==> src/rtl/if_id_scoreboard_stage.sv <==
// -----------------------------------------------------------------------------
// if_id_scoreboard_stage
//
// IF/ID pipeline register with a small destination scoreboard for a MIPS-like
// pipeline. Each accepted instruction is decoded into registered fields. Its
// destination register is pushed into a DEPTH-entry shift register that ages
// by one slot each time the stage advances. A new instruction whose sources
// match an in-flight destination is held back and a bubble is issued instead.
//
// Parameters
//   DEPTH     in-flight destination entries tracked (1..8)
//   LINK_REG  destination register written by jal
//
// Ports
//   clock       rising-edge clock
//   reset       synchronous, active-low reset
//   in_valid    fetch presents an instruction on in_instr
//   in_instr    32-bit MIPS instruction word
//   in_ready    instruction is accepted at this edge (combinational)
//   out_ready   downstream can take a new decoded instruction
//   flush       taken branch/jump: discard the current slot
//   out_valid   decoded fields hold a real instruction (0 = bubble)
//   opcode, rs, rt, rd, func, shamt, immediate, address   decoded fields
//   controller  bit7 = mem-read (lw), bits1:0 = 2'b11 for a valid instruction
//   hazard      in_instr's sources match a tracked destination (combinational)
//
// Configuration
//   IFID_BYPASS_EN  when defined, only a load in entry 0 raises hazard
//                   (load-use); every other match is assumed forwarded.
// -----------------------------------------------------------------------------
module if_id_scoreboard_stage #(
    parameter int         DEPTH    = 3,
    parameter logic [4:0] LINK_REG = 5'd31
) (
    input  logic        clock,
    input  logic        reset,
    input  logic        in_valid,
    input  logic [31:0] in_instr,
    output logic        in_ready,
    input  logic        out_ready,
    input  logic        flush,
    output logic        out_valid,
    output logic [5:0]  opcode,
    output logic [4:0]  rs,
    output logic [4:0]  rt,
    output logic [4:0]  rd,
    output logic [5:0]  func,
    output logic [4:0]  shamt,
    output logic [15:0] immediate,
    output logic [25:0] address,
    output logic [7:0]  controller,
    output logic        hazard
);

    localparam logic [5:0] OP_RTYPE = 6'b000000;
    localparam logic [5:0] OP_J     = 6'b000010;
    localparam logic [5:0] OP_JAL   = 6'b000011;
    localparam logic [5:0] OP_BEQ   = 6'b000100;
    localparam logic [5:0] OP_BNE   = 6'b000101;
    localparam logic [5:0] OP_LW    = 6'b100011;
    localparam logic [5:0] OP_SW    = 6'b101011;
    localparam logic [5:0] FN_SLL   = 6'b000000;
    localparam logic [5:0] FN_SRL   = 6'b000010;
    localparam logic [5:0] FN_SRA   = 6'b000011;
    localparam logic [5:0] FN_JR    = 6'b001000;

    typedef struct packed {
        logic       valid;
        logic [4:0] dest;
        logic       is_load;
    } sb_entry_t;

    typedef struct packed {
        logic        valid;
        logic [7:0]  ctrl;
        logic [5:0]  opcode;
        logic [4:0]  rs;
        logic [4:0]  rt;
        logic [4:0]  rd;
        logic [5:0]  func;
        logic [4:0]  shamt;
        logic [15:0] immediate;
        logic [25:0] address;
    } out_fields_t;

    // Raw instruction fields
    logic [5:0] w_op;
    logic [4:0] w_rs;
    logic [4:0] w_rt;
    logic [4:0] w_rd;
    logic [5:0] w_fn;
    assign w_op = in_instr[31:26];
    assign w_rs = in_instr[25:21];
    assign w_rt = in_instr[20:16];
    assign w_rd = in_instr[15:11];
    assign w_fn = in_instr[5:0];

    logic        w_use_rs;
    logic        w_use_rt;
    logic        w_dest_valid;
    logic [4:0]  w_dest;
    logic        w_is_load;
    out_fields_t w_nxt;

    // Decode: source usage, destination and the field image loaded on issue.
    // NOTE: every always_comb output gets a default first so no path can
    // leave a signal unassigned and infer a latch.
    always_comb begin
        w_use_rs         = 1'b0;
        w_use_rt         = 1'b0;
        w_dest_valid     = 1'b0;
        w_dest           = 5'd0;
        w_is_load        = 1'b0;
        w_nxt            = '0;
        w_nxt.valid      = 1'b1;
        w_nxt.ctrl       = 8'h03;
        w_nxt.opcode     = w_op;
        if (w_op == OP_RTYPE) begin
            w_nxt.rs    = w_rs;
            w_nxt.rt    = w_rt;
            w_nxt.rd    = w_rd;
            w_nxt.shamt = in_instr[10:6];
            w_nxt.func  = w_fn;
            if (w_fn == FN_SLL || w_fn == FN_SRL || w_fn == FN_SRA) begin
                w_use_rt = 1'b1;
            end else if (w_fn == FN_JR) begin
                w_use_rs = 1'b1;
            end else begin
                w_use_rs = 1'b1;
                w_use_rt = 1'b1;
            end
            if (w_fn != FN_JR) begin
                w_dest_valid = 1'b1;
                w_dest       = w_rd;
            end
        end else if (w_op[5:3] == 3'b001 || w_op == OP_LW) begin
            w_use_rs        = 1'b1;
            w_dest_valid    = 1'b1;
            w_dest          = w_rt;
            w_nxt.rs        = w_rs;
            w_nxt.rt        = w_rt;
            w_nxt.rd        = w_rt;
            w_nxt.immediate = in_instr[15:0];
            if (w_op == OP_LW) begin
                w_is_load  = 1'b1;
                w_nxt.ctrl = 8'h83;
            end
        end else if (w_op == OP_J || w_op == OP_JAL) begin
            w_nxt.address = in_instr[25:0];
            if (w_op == OP_JAL) begin
                w_dest_valid = 1'b1;
                w_dest       = LINK_REG;
            end
        end else begin
            w_nxt.rs        = w_rs;
            w_nxt.rt        = w_rt;
            w_nxt.immediate = in_instr[15:0];
            if (w_op == OP_BEQ || w_op == OP_BNE || w_op == OP_SW) begin
                w_use_rs = 1'b1;
                w_use_rt = 1'b1;
            end
        end
    end

    sb_entry_t        r_sb [DEPTH];
    out_fields_t      r_out;
    logic [DEPTH-1:0] w_match;
    logic             w_src_hit;

    // Register 0 is hard-wired, so it can never be a real dependency.
    always_comb begin
        w_match = '0;
        for (int i = 0; i < DEPTH; i++) begin
            w_match[i] = r_sb[i].valid &&
                         ((w_use_rs && (w_rs != 5'd0) && (w_rs == r_sb[i].dest)) ||
                          (w_use_rt && (w_rt != 5'd0) && (w_rt == r_sb[i].dest)));
        end
    end

`ifdef IFID_BYPASS_EN
    // Forwarding covers everything except a load still in its first slot.
    assign w_src_hit = w_match[0] && r_sb[0].is_load;
`else
    assign w_src_hit = |w_match;
`endif

    logic      w_advance;
    logic      w_issue;
    sb_entry_t w_push;

    assign hazard    = in_valid && w_src_hit;
    assign in_ready  = reset && out_ready && !hazard && !flush;
    assign w_advance = out_ready || flush;
    assign w_issue   = w_advance && in_valid && !hazard && !flush;

    // A destination of 0 is pushed as an empty slot.
    always_comb begin
        w_push         = '0;
        w_push.valid   = w_issue && w_dest_valid && (w_dest != 5'd0);
        w_push.dest    = w_push.valid ? w_dest : 5'd0;
        w_push.is_load = w_push.valid && w_is_load;
    end

    // NOTE: sequential state uses non-blocking assignments so every register
    // samples pre-edge values; the shift below relies on that ordering.
    // NOTE: the scoreboard array is reset because its valid bits gate hazard
    // detection; stale entries after reset would stall real instructions.
    always_ff @(posedge clock) begin
        if (!reset) begin
            r_out <= '0;
            for (int i = 0; i < DEPTH; i++) begin
                r_sb[i] <= '0;
            end
        end else if (w_advance) begin
            r_out <= w_issue ? w_nxt : '0;
            for (int i = DEPTH - 1; i > 0; i--) begin
                r_sb[i] <= r_sb[i-1];
            end
            r_sb[0] <= w_push;
        end
    end

    assign out_valid  = r_out.valid;
    assign controller = r_out.ctrl;
    assign opcode     = r_out.opcode;
    assign rs         = r_out.rs;
    assign rt         = r_out.rt;
    assign rd         = r_out.rd;
    assign func       = r_out.func;
    assign shamt      = r_out.shamt;
    assign immediate  = r_out.immediate;
    assign address    = r_out.address;

endmodule

==> config.mk <==
export PLATFORM = sky130hd
export DESIGN_NAME = if_id_scoreboard_stage
export DESIGN_NICKNAME = d
export VERILOG_FILES = /design/src/rtl/if_id_scoreboard_stage.sv
export SDC_FILE = /design/constraint.sdc
export NUM_CORES = 1
export LEC_CHECK = 0
export BUFFER_PORTS_ARGS = -buffer_cell sky130_fd_sc_hd__buf_2
export CORE_ASPECT_RATIO = 1.5
export CORE_MARGIN = 2
export CORE_UTILIZATION = 45
export DETAILED_ROUTE_END_ITERATION = 8
export PLACE_DENSITY = 0.73
export SKIP_CTS_REPAIR_TIMING = 1
export SLEW_MARGIN = 20
export SYNTH_ARGS = -nofsm -noshare
export SYNTH_HDL_FRONTEND = slang
export SYNTH_SLANG_ARGS = --single-unit
export TNS_END_PERCENT = 1
==> constraint.sdc <==
create_clock -name clock -period 3 [get_ports clock]
set_input_delay 0.45 -clock clock [delete_from_list [all_inputs] [get_ports clock]]
set_output_delay 0.45 -clock clock [all_outputs]
set_load 0.03 [all_outputs]
==> results.md, run 1 <==
| Step | Result | This run |
|:---|:---|:---|
| run status | Outcome | complete, no violations |
| timing | Hold Fails Final Rpt | 0 |
| critical path | Cell breakdown of the critical path | buf_2 > or2_2 > nand2b_1 > a2111oi_0 > a2111o_1 > o21a_4 > o211a_1 > buf_2 |
| grt | Initial antenna violation count | 0 |
| route | DRC Markers | 0 |
| power | Fraction of power consumed by sequential logic | 0.495 |
| timing | Final max-slew violation count | 0 |
| floorplanning | Initial core utilization | 0.468 |
| yosys | Fraction of synthesized cell area taken by the top area cell type | 0.384 |
| placed design | Number of placed instances, taps included | 544 |
| timing | Aggregate negative setup slack | 0 ns |
| final layout | Core utilization of the finished layout | 0.572 |
| critical path | Required time at the worst-slack endpoint | 2.55 ns |
| final layout | Antenna diode instance count | 0 |
| final layout | Footprint of the flip-flops and latches | 2060 um2 |
| route | Vias after detailed routing | 3364 |
| critical path | Cell repeated most along the worst path | buf_2 |
| route | Number of DRC markers after the initial detailed-route iteration | 167 |
| placed design | Final GP Congestion | 0.838 |
| power | Switching portion of total power | 0.263 |
| final layout | Most common cell after layout, fill and taps aside | buf_2 |
| final layout | Filler Cell Count | 751 |
| grt | Via count of the first global-routing pass | 3366 |
| yosys | Cell Area, Synth | 3960 um2 |
| placed design | Input/output buffers | 116 |
| timing | Worst clock skew | 0.00615 ns |
| critical path | Arrival time at the worst endpoint | 2.35 ns |
| timing | Transition time of the tightest slew-check pin | 0.824 ns |
| power | Combinational power share | 0.081 |
| clock tree | Clock tree buffer depth | 2 |
| clock tree | Insertion delay of the later-clocked pin in the worst-skew pair | 0.35 ns |
| final layout | Count of non-filler cells in the finished layout | 560 |
| floorplanning | Standard-cell rows | 41 |
| yosys | Prevailing post-synth register cell | dfxtp_1 |
| floorplanning | Die width | 80.6 um |
| grt | Routing usage on met2 | 0.384 |
| critical path | Maximum cell stage delay along the critical path | 0.49 ns |
| final layout | Ratio of cells with drive above 1 in the final layout | 0.333 |
| critical path | Max stage delay cell, worst path | a2111oi_0 |
| yosys | Synthesized area divided by synthesized cell count | 11.3 um2 |
| yosys | Number of synthesized register bits | 94 |
| power | Peak ir drop on the vdd network | 0.385 mV |
| route | Number of vias per cell after detailed routing | 6.01 |
| clock tree | Clock net sink count | 94 |
| timing | Tcrit/Tclk final | 0.934 |
| floorplanning | Chip height | 119 um |
| timing | Setup repair after global routing missed its margin | no |
| floorplanning | Floorplan die area | 9580 um2 |
| critical path | Critical path's top delay family | compound AO/OA/AOI/OAI gates |
| yosys | Most area-consuming cells after synthesis | dfxtp_1, edfxtp_1, a32o_1, a22o_1, xor2_1 |
| yosys | Count of distinct cell types in the synthesized netlist | 48 |
| yosys | Post-synthesis cell count | 352 |
| hold path | Kind of path behind the tightest hold check | in -> reg |
| grt | Global route overflow | 0 |
| power | Internal Power | 1.97 mW |
| yosys | Register area share after synthesis | 0.521 |
| final layout | Post-layout net count | 485 |
| power | Clock power share | 0.424 |
| critical path | Startpoint-to-endpoint class of the critical path | in -> out |
| power | Power density cells | 553 nW/um2 |
| clock tree | Maximum level of the CTS H-tree | 3 |
| job | Maxcap violations | 0 |
| timing | Worst max-slew margin expressed relative to the limit | 0.436 |
| critical path | Largest driver fanout on the critical path | 9 |
| route | Routed length per placed instance | 18.9 um |
| final layout | Area added between synthesis and finish | 22.3% |
| floorplanning | Total I/O pin count | 122 |
| power | Static leakage power | 2.21 nW |
| clock tree | Register clock-pin slew on the reported worst setup and hold paths | 0.07 ns |
| timing | Final Critical Period | 2.80 ns |
| grt | Largest net degree at the start of global routing | 77 |
| route | Antenna-violating nets left | 0 |
| grt | GR met1 Demand/Resource | 0.252 |
| route | First-pass iteration count of the detailed router | 5 |
| floorplanning | Core Box Area | 8460 um2 |
| power | Sw power | 0.705 mW |
| grt | Global Route met3 Usage | 0.0439 |
| critical path | Sum of buffers and inverters on the critical path | 2 |
| grt | Wire length of the first global-routing pass | 16300 um |
| clock tree | Cell at the root of the clock tree | clkbuf_16 |
| critical path | Kind of start point of the critical path | input pin |
| yosys | Most area-hungry cell type in the Yosys netlist | dfxtp_1 |
| critical path | Setup crit end kind | output port |
| final layout | Area of the multi-input gates | 1690 um2 |
| final layout | Commonest cells after routing, fill and taps aside | buf_2, dfxtp_1, a32o_1 |
| clock tree | Number of buffers inserted during clock tree synthesis | 9 |
| placed design | Post-detailed-placement half-perimeter wirelength | 7390 um |
| route | Total Wirelength | 10600 um |
| yosys | Yosys synthesis warning count | 0 |
| yosys | Proportion of synthesized flip-flops having asynchronous set or reset | 0 |
| timing | Top achievable clock speed | 0.357 GHz |
| grt | All-layer global routing usage | 0.222 |
| grt | Top Usage Layer GRT | met2 |
| timing | Total setup violations reported at the end of the flow | 0 |
| yosys | Count of flip-flops with a built-in enable after synthesis | 18 |
| clock tree | TritonCTS clock tree | done |
==> cell usage after synthesis (4+ instances only) <==
library cell / count
xor2_1: 24
and2_1: 12
mux2i_1: 5
buf_2: 4
nand3_1: 5
nor3_1: 4
a21oi_1: 6
nand2_1: 6
clkbuf_1: 28
xnor2_1: 6
a32o_1: 42
nor4_1: 10
and3_1: 6
buf_4: 8
nor2_1: 13
dfxtp_1: 76
a22o_1: 32
nor2b_1: 4
edfxtp_1: 18
==> worst paths after layout <==
kind | from | endpoint | slack (ns) | cells after the start
setup reg to reg | r_sb[0][11]$_SDFFCE_PN0P_ | immediate[12]$_SDFFE_PN0N_ | 0.77 | 7
hold / removal | in_instr[9] | address[9]$_SDFFE_PN0N_ | 0.35 | 2
hold reg to reg | controller[7]$_SDFFE_PN0N_ | controller[7]$_SDFFE_PN0N_ | 0.45 | 2
setup / recovery | in_instr[26] | in_ready | 0.20 | 8
==> state kept, by name, indices dropped and copies added (netlist names) <==
register and cells:
controller 2, rs 5, rt 5, immediate 16
opcode 6, rd 5, func 6, r_sb 18
address 26, shamt 5
==> per-layer routing <==
layer / part of all wire / vias up
met4: 0.034 / 0
met2: 0.52 / 169
met5: 0 / -
li1: - / 1518
met3: 0.080 / 30
met1: 0.37 / 1647
==> through the flow <==
stage          hold WS [ns]  power (mW)  setup slack, ns  cell area (um2)
2_1_floorplan         0.540        1.50            0.195             3980
3_3_place_gp          0.437        1.57            0.278             4540
3_5_place_dp          0.440        1.57            0.216             4540
4_1_cts               0.338        2.70            0.204             4840
5_1_grt               0.354        2.76           0.0797             4840
6_report              0.345        2.68            0.197             4840
==> logic make-up after synthesis <==
logic type / after synthesis / synth area share
and+or+nand+nor: 77 / 0.117
other: 1 / 0.000947
DFF: 94 / 0.521
buffers and inverters: 47 / 0.0591
muxes: 5 / 0.0126
xor gates and xnor gates: 30 / 0.0664
AOI/OAI and AO/OA: 98 / 0.224
==> final cells by class <==
class	count	share of cell area
Clock buffer	9	0.0465
Clock inverter	7	0.0158
Inverter	3	0.00232
Multi-Input combinational cell	215	0.348
Sequential cell	94	0.426
Tap cell	107	0.0276
Timing Repair Buffer	125	0.134
==> worst reg2reg max path: cells and delay by family, from the launching register on <==
| kind | cells | cell delay, ns |
|---|---|---|
| buffers and inverters | 1 | 0.30 |
| DFF | 1 | 0.47 |
| and+or+nand+nor | 3 | 0.63 |
| xor gates and xnor gates | 1 | 0.18 |
| AOI/OAI and AO/OA | 2 | 0.55 |
==> power by group through the flow <==
stage	Sequential (mW)	Clock (mW)	Combinational [mW]
after floorplan	1.37	0	0.129
after CTS	1.33	1.15	0.217
after detailed placement	1.36	0	0.216
after global routing	1.33	1.20	0.235
final	1.33	1.14	0.218
after global placement	1.35	0	0.211
Power figures use the tool's default switching activity.
==> inputs of run 2 (changes only) <==
- MAX_ROUTING_LAYER: default -> met4
- PLACE_DENSITY: 0.73 -> 0.83
- clock period: 3 -> 2.7 ns (I/O delays scaled with it)
==> results.md, run 2 (synthesis results as in run 1) <==
| Step | Result | This run | Change |
|:---|:---|:---|:---|
| final layout | Area added between synthesis and finish | 25.0% |  |
| timing | Tcrit/Tclk final | 0.962 |  |
| timing | Transition time of the tightest slew-check pin | 0.757 ns | -0.0675 ns |
| critical path | Startpoint-to-endpoint class of the critical path | reg -> out |  |
| floorplanning | Chip height | 119 um | unchanged |
| timing | Post-layout worst setup margin | 0.102 ns | -0.0946 ns |
| critical path | Cell breakdown of the critical path | xor2_1 > nor4_1 > nand3_1 > and3_4 > o21a_4 > o211a_4 > buf_6 |  |
| timing | Total setup violations reported at the end of the flow | 0 | unchanged |
| clock tree | Maximum level of the CTS H-tree | 3 | unchanged |
| placed design | Post-detailed-placement half-perimeter wirelength | 7250 um | -2.0% |
| floorplanning | Floorplan die area | 9580 um2 | unchanged |
| power | Combinational power share | 0.085 | +0.004 |
| floorplanning | Total I/O pin count | 122 | unchanged |
| grt | Wire length of the first global-routing pass | 15700 um | -3.5% |
| final layout | Final cell area excluding filler cells | 4950 um2 | +2.2% |
| clock tree | Number of buffers inserted during clock tree synthesis | 9 | unchanged |
| job | Maxcap violations | 0 | unchanged |
| clock tree | Clock tree buffer depth | 2 | unchanged |
| placed design | Input/output buffers | 116 | unchanged |
| power | Post-route total power | 2.97 mW | +11% |
| power | Sw power | 0.718 mW | +1.8% |
| final layout | Post-layout net count | 496 | +2.3% |
| final layout | Ratio of cells with drive above 1 in the final layout | 0.356 | +0.0223 |
| timing | Worst clock skew | 0.00551 ns | -0.000636 ns |
| route | Vias after detailed routing | 3398 | +1.0% |
| critical path | Total number of cells along the worst setup path | 7 | -1 |
| critical path | Worst R2R Start | r_sb[0][1]$_SDFFCE_PN0P_ |  |
| run status | Outcome | complete, no violations |  |
| final layout | Count of non-filler cells in the finished layout | 571 | +2.0% |
| route | Total Wirelength | 10400 um | -2.0% |
| timing | Top achievable clock speed | 0.385 GHz |  |
| critical path | Reg-to-reg critical path endpoint | immediate[11]$_SDFFE_PN0N_ |  |
| floorplanning | Standard-cell rows | 41 | unchanged |
| final layout | Antenna diode instance count | 0 | unchanged |
| route | DRC Markers | 0 | unchanged |
| final layout | Core utilization of the finished layout | 0.585 | +0.0126 |
| timing | Hold Fails Final Rpt | 0 | unchanged |
| route | Number of vias per cell after detailed routing | 5.95 | -0.94% |
| timing | Worst max-slew margin expressed relative to the limit | 0.496 | +0.0592 |
| grt | Via count of the first global-routing pass | 3201 | -4.9% |
| power | Internal Power | 2.25 mW | +14% |
| clock tree | Insertion delay of the later-clocked pin in the worst-skew pair | 0.34 ns | about the same |
| route | Routed length per placed instance | 18.1 um | -3.9% |
| grt | Global route overflow | 0 | unchanged |
| power | Fraction of power consumed by sequential logic | 0.496 | about the same |
| critical path | Critical path startpoint | r_sb[0][1]$_SDFFCE_PN0P_ |  |
| timing | Final Critical Period | 2.60 ns |  |
| power | Switching portion of total power | 0.242 | -0.0215 |
| power | Static leakage power | 2.27 nW | +2.4% |
| grt | Initial antenna violation count | 0 | unchanged |
| grt | All-layer global routing usage | 0.220 | -0.00262 |
| critical path | Sum of buffers and inverters on the critical path | 1 | -1 |
| timing | Post-route worst hold slack | 0.305 ns | -0.0405 ns |
| final layout | Commonest cells after routing, fill and taps aside | buf_2, dfxtp_1, a32o_1 |  |
| floorplanning | Initial core utilization | 0.468 | unchanged |
| floorplanning | Die width | 80.6 um | unchanged |
| critical path | Reg-to-reg setup timing slack | 0.52 ns | -0.25 ns |
| timing | Aggregate negative setup slack | 0 ns | unchanged |
| critical path | Required time at the worst-slack endpoint | 2.30 ns | -0.25 ns |
| critical path | Largest driver fanout on the critical path | 5 | -4 |
| critical path | Arrival time at the worst endpoint | 2.19 ns | -0.16 ns |
| final layout | Most common cell after layout, fill and taps aside | buf_2 |  |
| clock tree | TritonCTS clock tree | done |  |
| floorplanning | Core Box Area | 8460 um2 | unchanged |
| final layout | Max reg flops | 26 | unchanged |
| route | First-pass iteration count of the detailed router | 5 | unchanged |
| critical path | Maximum cell stage delay along the critical path | 0.45 ns | -0.04 ns |
| critical path | Cells on worst reg2reg path | 7 | unchanged |
| clock tree | Clock net sink count | 94 | unchanged |
| critical path | Critical path's top delay family | simple AND/OR/NAND/NOR gates |  |
| critical path | Setup crit end kind | output port |  |
| power | Peak ir drop on the vdd network | 0.487 mV | +27% |
| clock tree | Register clock-pin slew on the reported worst setup and hold paths | 0.07 ns | about the same |
| route | Antenna-violating nets left | 0 | unchanged |
| grt | Largest net degree at the start of global routing | 77 | unchanged |
| critical path | Max stage delay cell, worst path | edfxtp_1 |  |
| critical path | Kind of start point of the critical path | register |  |
| critical path | Worst setup endpoint | in_ready |  |
| placed design | Final GP Congestion | 0.901 | +7.4% |
| timing | Final max-slew violation count | 0 | unchanged |
| placed design | Setup Slack @ Placement | 0.0234 ns | -0.192 ns |
| route | Number of DRC markers after the initial detailed-route iteration | 269 | +61% |
| clock tree | Cell at the root of the clock tree | clkbuf_16 |  |
| placed design | Number of placed instances, taps included | 551 | +1.3% |
| timing | Setup repair after global routing missed its margin | no |  |
| hold path | Kind of path behind the tightest hold check | in -> reg |  |
| power | Power density cells | 600 nW/um2 | +8.5% |
| placed design | Area after DPL | 4600 um2 | +1.3% |
| power | Clock power share | 0.419 | -0.005 |
-- run 2: worst reg2reg max path: cells and delay by family, from the launching register on --
kind | cells | cell delay, ns
buf+inv | 1 | 0.26
simple gates | 3 | 0.64
compound gates | 2 | 0.56
flops | 1 | 0.45
xor+xnor | 1 | 0.17
-- run 2: area by class of cell --
class / instances / area (um2)
sequential: 94 / 2060
tap: 107 / 134
fill: 681 / 3510
clock buffer: 11 / 264
inverter: 3 / 11.3
multi-input combinational: 215 / 1710
clock inverter: 5 / 36.3
timing repair buffer: 136 / 737
-- run 2: how the worst min path moves through the flow --
stage / start / end / slack (ns) / cells after the start
after floorplan: in_instr[0] / address[0]$_SDFFE_PN0N_ / 0.53 / 1
after global placement: immediate[8]$_SDFFE_PN0N_ / immediate[8]$_SDFFE_PN0N_ / 0.44 / 1
after detailed placement: controller[7]$_SDFFE_PN0N_ / controller[7]$_SDFFE_PN0N_ / 0.44 / 2
after CTS: in_instr[6] / address[6]$_SDFFE_PN0N_ / 0.29 / 2
after global routing: in_instr[6] / address[6]$_SDFFE_PN0N_ / 0.32 / 2
final: in_instr[6] / address[6]$_SDFFE_PN0N_ / 0.30 / 2
-- run 2: power groups by stage --
| stage | sequential (mW) | clock, mW | combinational [mW] |
|---|---|---|---|
| after floorplan | 1.52 | 0 | 0.145 |
| after global placement | 1.50 | 0 | 0.238 |
| after detailed placement | 1.51 | 0 | 0.245 |
| after CTS | 1.47 | 1.26 | 0.248 |
| after global routing | 1.48 | 1.31 | 0.270 |
| final | 1.47 | 1.24 | 0.252 |
-- run 2: routing by layer --
metal / part of all wire / global-route usage / vias to the layer above
met1: 0.41 / 0.262 / 1667
met4: 0.024 / 0.0975 / 0
met2: 0.50 / 0.355 / 169
li1: - / - / 1539
met5: 0 / - / -
met3: 0.071 / 0.0462 / 23
==> inputs of run 3 (changes only) <==
- CTS_CLUSTER_SIZE: default -> 14
- PLACE_DENSITY: 0.83 -> 0.78
==> results.md, run 3 (synthesis results as in run 1) <==
| Step | Result | This run | Change |
|:---|:---|:---|:---|
| run status | Outcome | complete, no violations |  |
| power | Power density cells | 600 nW/um2 | about the same |
| final layout | Commonest cells after routing, fill and taps aside | buf_2, dfxtp_1, a32o_1 |  |
| route | First-pass iteration count of the detailed router | 5 | unchanged |
| placed design | Post-detailed-placement half-perimeter wirelength | 7310 um | +0.90% |
| timing | Hold Fails Final Rpt | 0 | unchanged |
| clock tree | Clock net sink count | 94 | unchanged |
| route | Number of vias per cell after detailed routing | 5.88 | -1.2% |
| clock tree | Insertion delay of the later-clocked pin in the worst-skew pair | 0.34 ns | about the same |
| power | Peak ir drop on the vdd network | 0.539 mV | +11% |
| clock tree | Number of buffers inserted during clock tree synthesis | 9 | unchanged |
| route | Vias after detailed routing | 3328 | -2.1% |
| critical path | Maximum cell stage delay along the critical path | 0.42 ns | -0.03 ns |
| final layout | Max reg flops | 26 | unchanged |
| clock tree | Maximum level of the CTS H-tree | 3 | unchanged |
| grt | Via count of the first global-routing pass | 3212 | +0.34% |
| critical path | Largest driver fanout on the critical path | 3 | -2 |
| grt | Wire length of the first global-routing pass | 15900 um | +0.88% |
| power | Sw power | 0.719 mW | +0.13% |
| final layout | Filler Cell Count | 703 | +3.2% |
| clock tree | Register clock-pin slew on the reported worst setup and hold paths | 0.07 ns | about the same |
| critical path | Startpoint-to-endpoint class of the critical path | reg -> out |  |
| hold path | Kind of path behind the tightest hold check | in -> reg |  |
| route | Routed length per placed instance | 18.4 um | +1.6% |
| critical path | Kind of start point of the critical path | register |  |
| final layout | Footprint of the flip-flops and latches | 2060 um2 | unchanged |
| route | Antenna-violating nets left | 0 | unchanged |
| final layout | Area added between synthesis and finish | 23.7% |  |
| critical path | Arrival time at the worst endpoint | 2.18 ns | about the same |
| timing | Transition time of the tightest slew-check pin | 0.718 ns | -0.0384 ns |
| floorplanning | Die width | 80.6 um | unchanged |
| critical path | Sum of buffers and inverters on the critical path | 1 | unchanged |
| floorplanning | Floorplan die area | 9580 um2 | unchanged |
| timing | Tcrit/Tclk final | 0.957 | -0.00522 |
| grt | All-layer global routing usage | 0.224 | +0.00385 |
| route | Number of DRC markers after the initial detailed-route iteration | 182 | -32% |
| route | DRC Markers | 0 | unchanged |
| floorplanning | Standard-cell rows | 41 | unchanged |
| timing | Total setup violations reported at the end of the flow | 0 | unchanged |
| timing | Worst clock skew | 0.00734 ns | +0.00183 ns |
| timing | Post-route worst hold slack | 0.306 ns | +0.00140 ns |
| clock tree | Clock tree buffer depth | 2 | unchanged |
| job | Maxcap violations | 0 | unchanged |
| floorplanning | Core Box Area | 8460 um2 | unchanged |
| timing | Final Critical Period | 2.58 ns | -0.0141 ns |
| floorplanning | Chip height | 119 um | unchanged |
| power | Clock power share | 0.413 | -0.006 |
| grt | Largest net degree at the start of global routing | 56 | -27% |
| power | Combinational power share | 0.085 | about the same |
| clock tree | Cell at the root of the clock tree | clkbuf_16 |  |
| grt | Global route overflow | 0 | unchanged |
| power | Fraction of power consumed by sequential logic | 0.502 | +0.006 |
| power | Internal Power | 2.22 mW | -1.5% |
| critical path | Critical path's top delay family | simple AND/OR/NAND/NOR gates |  |
| final layout | Post-layout net count | 491 | -1.0% |
| route | Total Wirelength | 10400 um | +0.71% |
| final layout | Most common cell after layout, fill and taps aside | buf_2 |  |
| clock tree | TritonCTS clock tree | done |  |
| final layout | Area of the multi-input gates | 1700 um2 | -0.29% |
| timing | Setup repair after global routing missed its margin | no |  |
| final layout | Antenna diode instance count | 0 | unchanged |
| critical path | Cell breakdown of the critical path | xor2_1 > nor4_1 > nand3_1 > and3_1 > o21a_4 > o211a_4 > buf_2 |  |
| critical path | Setup crit end kind | output port |  |
| placed design | Input/output buffers | 116 | unchanged |
| grt | Initial antenna violation count | 0 | unchanged |
| timing | Aggregate negative setup slack | 0 ns | unchanged |
| placed design | Final GP Congestion | 0.860 | -4.5% |
| timing | Top achievable clock speed | 0.387 GHz | +0.55% |
| critical path | Max stage delay cell, worst path | edfxtp_1 |  |
| critical path | Required time at the worst-slack endpoint | 2.30 ns | about the same |
| floorplanning | Total I/O pin count | 122 | unchanged |
| power | Switching portion of total power | 0.245 | +0.00298 |
| timing | Worst max-slew margin expressed relative to the limit | 0.521 | +0.0251 |
| power | Static leakage power | 2.23 nW | -1.5% |
| timing | Final max-slew violation count | 0 | unchanged |
| final layout | Ratio of cells with drive above 1 in the final layout | 0.344 | -0.0114 |
| floorplanning | Initial core utilization | 0.468 | unchanged |
==> run 3: layer usage <==
metal  track usage  wire, um
met2         0.368      5200
met3        0.0523       766
met1         0.262      4240
met4        0.0869       220
met5             -         0
==> run 3: through the flow <==
stage	setup slack, ns	area, um2	cells	power (mW)	utilization
final	0.116	4900	566	2.94	0.579
after global placement	0.133	4600	549	1.74	0.543
after CTS	0.0211	4890	565	2.96	0.577
after global routing	0.00166	4900	566	3.03	0.579
after detailed placement	0.104	4600	549	1.75	0.543
after floorplan	0.0124	3980	356	1.67	-
==> run 3: power by group through the flow <==
stage,Sequential (mW),Combinational [mW],Clock [mW]
floorplan,1.52,0.145,0
global placement,1.50,0.239,0
detailed placement,1.51,0.245,0
CTS,1.47,0.247,1.23
global route,1.48,0.270,1.28
finish,1.47,0.251,1.21
==> run 3: path summary, 6_finish.rpt <==
path / cells past startpoint / slack [ns] / endpoint / from
min reg2reg: 1 / 0.46 / shamt[1]$_SDFFE_PN0N_ / shamt[1]$_SDFFE_PN0N_
max reg2reg: 7 / 0.52 / immediate[3]$_SDFFE_PN0N_ / r_sb[0][19]$_SDFFCE_PN0P_
max: 7 / 0.12 / in_ready / r_sb[0][17]$_SDFFCE_PN0P_
min: 2 / 0.31 / address[8]$_SDFFE_PN0N_ / in_instr[8]
==> run 3: layout make-up <==
cell class	instances	share of cell area
clock buffer	12	0.0523
clock inverter	4	0.00613
inverter	3	0.00230
multi-input combinational	215	0.347
sequential	94	0.421
tap	107	0.0273
timing repair buffer	131	0.144
==> run 3: worst register-to-register path: cells and delay by family, from the launching register on <==
kind	cells	cell delay, ns
AO/OA/AOI/OAI	3	0.82
AND/OR/NAND/NOR	2	0.27
flip-flops	1	0.43
XOR/XNOR	1	0.18
buffers and inverters	1	0.42
